`config.mk`:
```
export PLATFORM = sky130hd
export DESIGN_NAME = point_fb_writer
export DESIGN_NICKNAME = d
export VERILOG_FILES = /design/src/rtl/gpu_pkg.sv /design/src/rtl/point_fifo.sv /design/src/rtl/point_fb_writer.sv
export SDC_FILE = /design/constraint.sdc
export NUM_CORES = 1
export LEC_CHECK = 0
export ABC_CLOCK_PERIOD_IN_PS = 4810
export CORE_MARGIN = 1.5
export CORE_UTILIZATION = 35
export CTS_BUF_LIST = sky130_fd_sc_hd__clkbuf_16
export CTS_CLUSTER_SIZE = 20
export DETAILED_ROUTE_END_ITERATION = 8
export GPL_ROUTABILITY_DRIVEN = 1
export PLACE_DENSITY = 0.54
export SETUP_SLACK_MARGIN = 0.3
export SLEW_MARGIN = 20
export SYNTH_ARGS = -nofsm -noshare
export SYNTH_HDL_FRONTEND = slang
export SYNTH_SLANG_ARGS = --single-unit
export TNS_END_PERCENT = 10
```
`constraint.sdc`:
```
create_clock -name i_clk -period 4.81 [get_ports i_clk]
set_clock_uncertainty 0.2 [all_clocks]
set_input_delay 1.2025 -clock i_clk [delete_from_list [all_inputs] [get_ports i_clk]]
set_output_delay 1.2025 -clock i_clk [all_outputs]
set_load 0.01 [all_outputs]
```
`src/rtl/gpu_pkg.sv`:
```
// rtl/gpu_pkg.sv - shared rasterizer constants, point field layout and writer FSM states.
package gpu_pkg;

    localparam int DEF_SCREEN_WIDTH  = 640;
    localparam int DEF_SCREEN_HEIGHT = 480;
    localparam int DEF_COLOR_W       = 16;

    localparam int PT_W     = 32;
    localparam int PT_X_LSB = 0;
    localparam int PT_X_MSB = 15;
    localparam int PT_Y_LSB = 16;
    localparam int PT_Y_MSB = 31;

    typedef enum logic {
        S_IDLE,
        S_REQ
    } wr_state_t;

    function automatic logic [31:0] coord32(input logic [15:0] c);
        return {16'd0, c};
    endfunction

endpackage

```
`src/rtl/point_fifo.sv`:
```
// rtl/point_fifo.sv - synchronous point FIFO; a push into a full FIFO is accepted when a pop shares the edge.
module point_fifo #(
    parameter  int WIDTH = 48,
    parameter  int DEPTH = 16,
    localparam int AW    = $clog2(DEPTH),
    localparam int CW    = AW + 1
) (
    input  logic             i_clk,
    input  logic             i_rst,
    input  logic             i_push,
    input  logic [WIDTH-1:0] i_data,
    input  logic             i_pop,
    output logic [WIDTH-1:0] o_data,
    output logic [CW-1:0]    o_count,
    output logic             o_full,
    output logic             o_empty
);

    logic [WIDTH-1:0] mem [DEPTH];
    logic [AW-1:0]    wr_ptr;
    logic [AW-1:0]    rd_ptr;
    logic             do_push;
    logic             do_pop;

    assign o_full  = (o_count == CW'(DEPTH));
    assign o_empty = (o_count == '0);
    assign do_pop  = i_pop && !o_empty;
    assign do_push = i_push && (!o_full || do_pop);
    assign o_data  = mem[rd_ptr];

    always_ff @(posedge i_clk) begin
        if (do_push) begin
            mem[wr_ptr] <= i_data;
        end
    end

    // Pointers wrap naturally because DEPTH is a power of two.
    always_ff @(posedge i_clk or posedge i_rst) begin
        if (i_rst) begin
            wr_ptr  <= '0;
            rd_ptr  <= '0;
            o_count <= '0;
        end else begin
            if (do_push) begin
                wr_ptr <= wr_ptr + AW'(1);
            end
            if (do_pop) begin
                rd_ptr <= rd_ptr + AW'(1);
            end
            case ({do_push, do_pop})
                2'b10:   o_count <= o_count + CW'(1);
                2'b01:   o_count <= o_count - CW'(1);
                default: o_count <= o_count;
            endcase
        end
    end

endmodule

```
`src/rtl/point_fb_writer.sv`:
```
// rtl/point_fb_writer.sv - clips and buffers rasterized points, then issues framebuffer color writes over req/ack.
module point_fb_writer
    import gpu_pkg::*;
#(
    parameter  int          SCREEN_WIDTH  = DEF_SCREEN_WIDTH,
    parameter  int          SCREEN_HEIGHT = DEF_SCREEN_HEIGHT,
    parameter  int          FIFO_DEPTH    = 16,
    parameter  logic [31:0] BASE_ADDR     = 32'h0,
    parameter  int          COLOR_W       = DEF_COLOR_W,
    localparam int          CW            = $clog2(FIFO_DEPTH) + 1
) (
    input  logic               i_clk,
    input  logic               i_rst,
    input  logic               i_write,
    input  logic [31:0]        i_point,
    input  logic [COLOR_W-1:0] i_color,
    output logic               o_mem_req,
    output logic [31:0]        o_mem_addr,
    output logic [COLOR_W-1:0] o_mem_wdata,
    input  logic               i_mem_ack,
    output logic               o_busy,
    output logic               o_clip,
    output logic               o_overflow,
    output logic [CW-1:0]      o_count
);

    localparam int EW = PT_W + COLOR_W;

    wr_state_t          state;
    logic [15:0]        in_x;
    logic [15:0]        in_y;
    logic               off_screen;
    logic               push;
    logic               pop;
    logic [EW-1:0]      head;
    logic [15:0]        head_x;
    logic [15:0]        head_y;
    logic [COLOR_W-1:0] head_color;
    logic [31:0]        head_addr;
    logic               fifo_full;
    logic               fifo_empty;

    assign in_x       = i_point[PT_X_MSB:PT_X_LSB];
    assign in_y       = i_point[PT_Y_MSB:PT_Y_LSB];
    assign off_screen = (coord32(in_x) >= 32'(SCREEN_WIDTH)) ||
                        (coord32(in_y) >= 32'(SCREEN_HEIGHT));
    assign push       = i_write && !off_screen;

    // A pop loads the next head into the output registers; in S_REQ that only happens on ack.
    assign pop = !fifo_empty && ((state == S_IDLE) || i_mem_ack);

    point_fifo #(
        .WIDTH (EW),
        .DEPTH (FIFO_DEPTH)
    ) u_fifo (
        .i_clk   (i_clk),
        .i_rst   (i_rst),
        .i_push  (push),
        .i_data  ({i_point, i_color}),
        .i_pop   (pop),
        .o_data  (head),
        .o_count (o_count),
        .o_full  (fifo_full),
        .o_empty (fifo_empty)
    );

    assign head_y     = head[COLOR_W+PT_Y_MSB:COLOR_W+PT_Y_LSB];
    assign head_x     = head[COLOR_W+PT_X_MSB:COLOR_W+PT_X_LSB];
    assign head_color = head[COLOR_W-1:0];
    assign head_addr  = BASE_ADDR + coord32(head_y) * 32'(SCREEN_WIDTH) + coord32(head_x);

    assign o_busy = (o_count != '0) || (state == S_REQ);

    always_ff @(posedge i_clk or posedge i_rst) begin
        if (i_rst) begin
            state       <= S_IDLE;
            o_mem_req   <= 1'b0;
            o_mem_addr  <= '0;
            o_mem_wdata <= '0;
            o_clip      <= 1'b0;
            o_overflow  <= 1'b0;
        end else begin
            o_clip <= i_write && off_screen;
            if (push && fifo_full && !pop) begin
                o_overflow <= 1'b1;
            end
            case (state)
                S_IDLE: begin
                    if (pop) begin
                        o_mem_addr  <= head_addr;
                        o_mem_wdata <= head_color;
                        o_mem_req   <= 1'b1;
                        state       <= S_REQ;
                    end
                end
                S_REQ: begin
                    if (i_mem_ack) begin
                        if (pop) begin
                            o_mem_addr  <= head_addr;
                            o_mem_wdata <= head_color;
                        end else begin
                            o_mem_req <= 1'b0;
                            state     <= S_IDLE;
                        end
                    end
                end
                default: begin
                    o_mem_req <= 1'b0;
                    state     <= S_IDLE;
                end
            endcase
        end
    end

endmodule

```
# Yosys cells after proc, flatten, opt, wreduce, memory -nomap -nowiden
# Memories as Yosys holds them, arrays and structs flattened.
# Index checks and enable logic that the tools add are counted.
# Widths: inputs -> output; s select.
[word_totals]
elab_cells = 60
ramBits = 768
output_inout_bits = 57
regBits = 65
memories = 1
[classes]
n_eq_ne = 6
n_mux = 16
n_mul = 1
reduce_logical = 19
n_addsub = 5
n_lt_le_gt_ge = 2
bitwise_logic = 1
[mem_list]
columns = ["name", "depth", "width", "read_ports", "rd_ports_with_merged_regs", "wr", "line", "rtl"]
rows = [
  ["u_fifo.mem", 16, 48, 1, 0, 1, "point_fifo.sv:19", "logic [WIDTH-1:0] mem [DEPTH];"],
]
[ops]
columns = ["operator", "count"]
rows = [
  ["$mux 32", 2],
  ["$pmux 32 s2", 1],
  ["$mux 16", 2],
  ["$pmux 16 s2", 1],
  ["$add 26x16->27", 1],
  ["$mul 16x3->19 const B", 1],
  ["$ge 16x10->1 const B", 1],
  ["$ge 16x9->1 const B", 1],
  ["$pmux 5 s2", 1],
  ["$add 4x1->4 const B", 2],
  ["$logic_and 1x1->1", 7],
  ["$mux 1", 7],
  ["$ne 2x2->1 const B", 3],
  ["$add 5x1->5 const B", 1],
  ["$eq 5x5->1 const B", 1],
  ["$logic_not 5->1", 1],
  ["$reduce_bool 5->1", 1],
  ["$sub 5x1->5 const B", 1],
  ["$logic_not 1->1", 4],
  ["$logic_or 1x1->1", 4],
  ["$pmux 1 s2", 2],
  ["$reduce_and 3->1", 1],
  ["$eq 2x1->1 const B", 1],
  ["$eq 2x2->1 const B", 1],
  ["2 further kinds", 2],
]

# Depth between registers and ports, before layout
[depth]
ltp_word = 8
ltp_mapped = 21
ltp_nobuf = 18

# Cells and area by module
# A second synthesis with hierarchy kept.
[unflattened]
cells_unflattened = 1655
hier_area_um2 = 32914.1
[modules_own_cells]
columns = ["mod", "seq_area_each_um2", "cells_per_inst", "area_per_inst_um2", "instances"]
rows = [
  ["point_fifo", 23387.4, 1282, 29696.0, 1],
  ["point_fb_writer", 1176.1, 373, 3218.1, 1],
]

# Least setup slack after synthesis
# Ideal clock, no wire load.
[synth_timing]
path_type = "input to register"
startpoint = "input port i_point[10]"
endpoint = "memory u_fifo.mem[3][0] (enable)"
t_arrival_ps = 5943
required_time_ps = 4097
slack_ps = -1845
path_buffers = 0
stages = 6
cell_sequence = "or4_1 -> nor4_1 -> nand2_1 -> nor2_2 -> nand2_1 -> nor3_1"
[synth_between]
elab_chain_cells = 7
[synth_rtl]
columns = ["item", "line", "rtl"]
rows = [
  ["start: declaration", "point_fb_writer.sv:15", "input logic [31:0] i_point,"],
  ["$ge 16x10->1", "point_fb_writer.sv:45", "assign off_screen = (coord32(in_x) >= 32'(SCREEN_WIDTH)) ||"],
  ["$logic_or 1x1->1", "point_fb_writer.sv:45", ""],
  ["$logic_not 1->1", "point_fb_writer.sv:47", "assign push = i_write && !off_screen;"],
  ["$logic_and 1x1->1", "point_fb_writer.sv:47", ""],
  ["$logic_and 1x1->1", "point_fifo.sv:28", "assign do_push = i_push && (!o_full || do_pop);"],
  ["$mux 1", "point_fifo.sv:32", "if (do_push) begin"],
  ["$mux 1 (implied by the code)", "point_fifo.sv:33", "mem[wr_ptr] <= i_data;"],
  ["end: declaration", "point_fifo.sv:19", ""],
]
# Every way passes these cells.

# Final worst setup path
[layout_timing]
startpoint = "register u_fifo.rd_ptr[0]"
endpoint = "register o_mem_addr[24]"
[layout_between]
elab_chain_cells = 6
[layout_rtl]
columns = ["item", "line", "rtl"]
rows = [
  ["start: declaration", "point_fifo.sv:21", "logic [AW-1:0] rd_ptr;"],
  ["start signal: assignment", "point_fifo.sv:48", "rd_ptr <= rd_ptr + AW'(1);"],
  ["$mem_v2 16x48 (*)", "-", ""],
  ["$mul 16x3->19", "point_fb_writer.sv:70", "assign head_addr = BASE_ADDR + coord32(head_y) * 32'(SCREEN_WIDTH) + coord32(head_x);"],
  ["$add 26x16->27 (*)", "point_fb_writer.sv:70", ""],
  ["$mux 32 (*)", "point_fb_writer.sv:89, point_fb_writer.sv:98", ""],
  ["$mux 32", "point_fb_writer.sv:97", "if (i_mem_ack) begin"],
  ["$pmux 32 s2 (*)", "point_fb_writer.sv:87", "case (state)"],
  ["end signal: assignment", "point_fb_writer.sv:90", "o_mem_addr <= head_addr;"],
  ["end signal: assignment", "point_fb_writer.sv:99", "o_mem_addr <= head_addr;"],
  ["end: declaration", "point_fb_writer.sv:18", "output logic [31:0] o_mem_addr,"],
]
# Every way passes the cells marked *; elsewhere a longest branch is shown, timed or not. The select of a mux whose other input is x is not followed.
# A chain may end at the register's enable or synchronous reset.

==> flow_summary_export.csv <==
group,metric,value,unit
timing,rsz0062_at_grt,"true",
power,intPower,19400,µW
synth,ys_top_cells_by_count,"edfxtp_1, mux4_2, nand2_1, dfrtp_1, ha_1",
finish,area_growth,23.2,%
critical_path,crit_chain,"buf_12 -> buf_16 -> mux4_2 -> mux4_2 -> buf_6 -> ha_1 -> ha_2 -> inv_1 -> fa_2 -> nand2b_4 -> nand2b_1 -> a21oi_2 -> xnor2_1 -> ha_2 -> a21o_1 -> a21oi_1 -> nor2_2 -> o41ai_4 -> or4_1 -> a31oi_1",
power,power_frac_seq,0.281,
clocking,insertion_delay,0.64,ns
timing,final-max-slew-violation-count,0,
placed_design,dp_hpwl,49600,µm
critical_path,end_kind,"flop",
critical_path,cpPeakStageDelay,0.56,ns
floorplanning,num_io_pins,109,
timing,post-route-period-util,0.994,
clocking,cts_hold_buf,0,
clocking,cts-root-buf,"clkbuf_16",
critical_path,cp_slowest_cell,"mux4_2",
power,p_leak,0.0135,µW
synth,synth.avg_cell_area,20.8,µm²
finish,final_util,0.435,
floorplanning,core_area,93200,µm²
route,wl_per_cell,25.0,µm
critical_path,crit_type,"flop to flop",
floorplanning,die_area,95800,µm²
floorplanning,start_util,0.353,
synth,yosysSeqAreaShare,0.747,
synth,synth_warnings,0,
timing,relSlewSlack,0.345,
floorplanning,die_w,310,µm
clocking,clk_pin_slew,0.06,ns
placed_design,dp_cells,3048,
route,post-route-drc-count,0,
outcome,status,"complete, no violations",
placed_design,dpl_cell_area,37400,µm²
finish,final_area,40500,µm²
finish,final_cells,3215,
placed_design,finalWeightedCongestion,0.785,
placed_design,io_buffers,103,
global_route,antenna_found_initial,5,
timing,fmax,209,MHz
finish,num-nets-final,1993,
finish,n_antenna_cell,0,
timing,finalHoldViolations,0,
critical_path,crit_buf_inv,4,
power,power_frac_clock,0.219,
critical_path,required,5.17,ns
min_path,hp-class,"flop to flop",
power,pwr-share-comb,0.500,
synth,synth.ff_latch_count,828,
synth,synth_top_area_share,0.701,
route,vias_per_cell,5.11,
synth,syn_inst,1579,
timing,post-route-min-period,4.78,ns
route,initialDrtViolationCount,1327,
timing,tightest_slew,0.983,ns
global_route,grt_usage,0.171,
clocking,cts_max_level,3,
critical_path,reg2regPathDepth,20,
global_route,grt_pass1_vias,17500,
synth,synthTopCellsByArea,"edfxtp_1, mux4_2, dfrtp_1",
timing,setup_viol_count_final,0,
synth,yosysTopAreaCell,"edfxtp_1",
clocking,cts_tree,"built",
clocking,numCtsBuffers,88,
power,p_sw,10300,µW
floorplanning,die_y,310,µm
critical_path,critPathCapture,"o_mem_addr[24]",
power,powerDensity,733,nW/µm²
critical_path,cp_top_family,"multiplexers",
global_route,grt_start_max_net_pins,98,
route,first_pass_iters,7,
critical_path,path_max_fanout,6,
flow_run,maxCapViolations,0,
synth,synth_ff_type,"edfxtp_1",
synth,yosysMostFrequentCell,"edfxtp_1",
critical_path,worstReg2RegEnd,"o_mem_addr[24]",
critical_path,critPathArrivalTime,5.14,ns
synth,synthArstFlopShare,0.0725,
power,swShare,0.348,
floorplanning,rows,112,
power,irDropWorstVdd,1.11,mV
synth,ys_types,60,
route,num_vias,16400,
critical_path,rrSetupSlack,0.03,ns
critical_path,startpoint,"u_fifo.rd_ptr[0]",
critical_path,reg2reg_from,"u_fifo.rd_ptr[0]",
global_route,grt_pass1_wl,118000,µm
synth,synth_edf_count,768,
critical_path,start_kind,"flop",
route,ant_nets,0,
finish,drive_above_1_share,0.300,
clocking,cts_num_sinks,828,
synth,synth.cell_area,32900,µm²
route,wirelength,80400,µm
global_route,overflow,0,
clocking,clock_path_buffers,3,
critical_path,cp.depth,20,
metal layers:
metal / global-route usage / vias to the layer above / wire [µm]
met3: 0.0306 / 103 / 3940
met5: 0 / - / 55
li1: - / 7144 / -
met1: 0.236 / 8767 / 35800
met2: 0.282 / 401 / 39200
met4: 0.0394 / 8 / 1440
how the worst min path moves through the flow:
| stage | startpoint | to | slack, ns | cells past startpoint |
|---|---|---|---|---|
| global placement | o_overflow | o_overflow | 0.25 | 1 |
| global route | o_overflow | o_overflow | 0.30 | 1 |
| CTS | o_overflow | o_overflow | 0.28 | 1 |
| detailed placement | o_overflow | o_overflow | 0.27 | 1 |
| finish | o_overflow | o_overflow | 0.28 | 1 |
| floorplan | state | o_mem_req | 0.25 | 1 |
cells by family after synthesis:
logic type	Yosys count	synth area share
and+or+nand+nor	202	0.0288
buffers and inverters	98	0.0129
adders and majority gates	49	0.0193
muxes	253	0.159
AOI/OAI and AO/OA	118	0.0248
xor gates and xnor gates	30	0.00822
DFF	828	0.747
other	1	0.000114
cell usage in the layout (no fill, tap or decap), types with 21 or more instances in the layout:
cell type / netlist / final
o221ai_1: 25 / 24
buf_12: 0 / 61
clkinv_1: 0 / 21
dfrtp_1: 60 / 57
buf_4: 6 / 124
ha_1: 46 / 40
mux4_2: 216 / 216
clkbuf_16: 0 / 89
o21ai_0: 28 / 26
edfxtp_1: 768 / 768
nand2_1: 114 / 113
inv_1: 23 / 40
mux2i_1: 34 / 34
clkdlybuf4s50_1: 0 / 103
state kept, by name, indices dropped and copies added, names as in the netlist:
signal / cells
u_fifo.wr_ptr: 4
o_mem_wdata: 16
o_mem_addr: 27
o_overflow: 1
state: 1
o_clip: 1
u_fifo.mem: 768
u_fifo.o_count: 5
o_mem_req: 1
u_fifo.rd_ptr: 4
power groups by stage:
stage	logic, µW	registers, µW	clock network (µW)
after floorplan	8770	8500	0
after detailed placement	13700	8500	0
after CTS	14300	8350	6670
after global placement	13600	8490	0
after global routing	16200	8380	6950
final	14900	8350	6510
final cells by class:
type                    count  area (µm²)
clock buffers              89        2230
fillers                  8022       52700
flip-flops and latches    828       24600
multi-input cells         657        8260
inverters                  24        92.6
well taps                1254        1570
clock inverters            70         548
repair buffers            293        3270
metrics by stage:
| stage | hold slack, ns | setup slack [ns] | TNS, ns | total power (µW) |
|---|---|---|---|---|
| after floorplan | 0.245 | -0.321 | -32.50 | 17300 |
| after global placement | 0.254 | -0.144 | -4.96 | 22100 |
| after detailed placement | 0.267 | -0.136 | -6.32 | 22200 |
| after CTS | 0.281 | 0.0161 | 0 | 29300 |
| after global routing | 0.296 | -0.156 | -0.420 | 31500 |
| final | 0.276 | 0.0296 | 0 | 29700 |
timing repair:
action / CTS / global route
endpoints found under the setup margin: 11 / 13
gates resized for setup: 16 / 25
endpoints found under the hold margin: 0 / 0
pin swaps: 12 / 12
gates cloned: 1 / 0
setup buffers: 5 / 2
(Power assumes the default switching activity.)
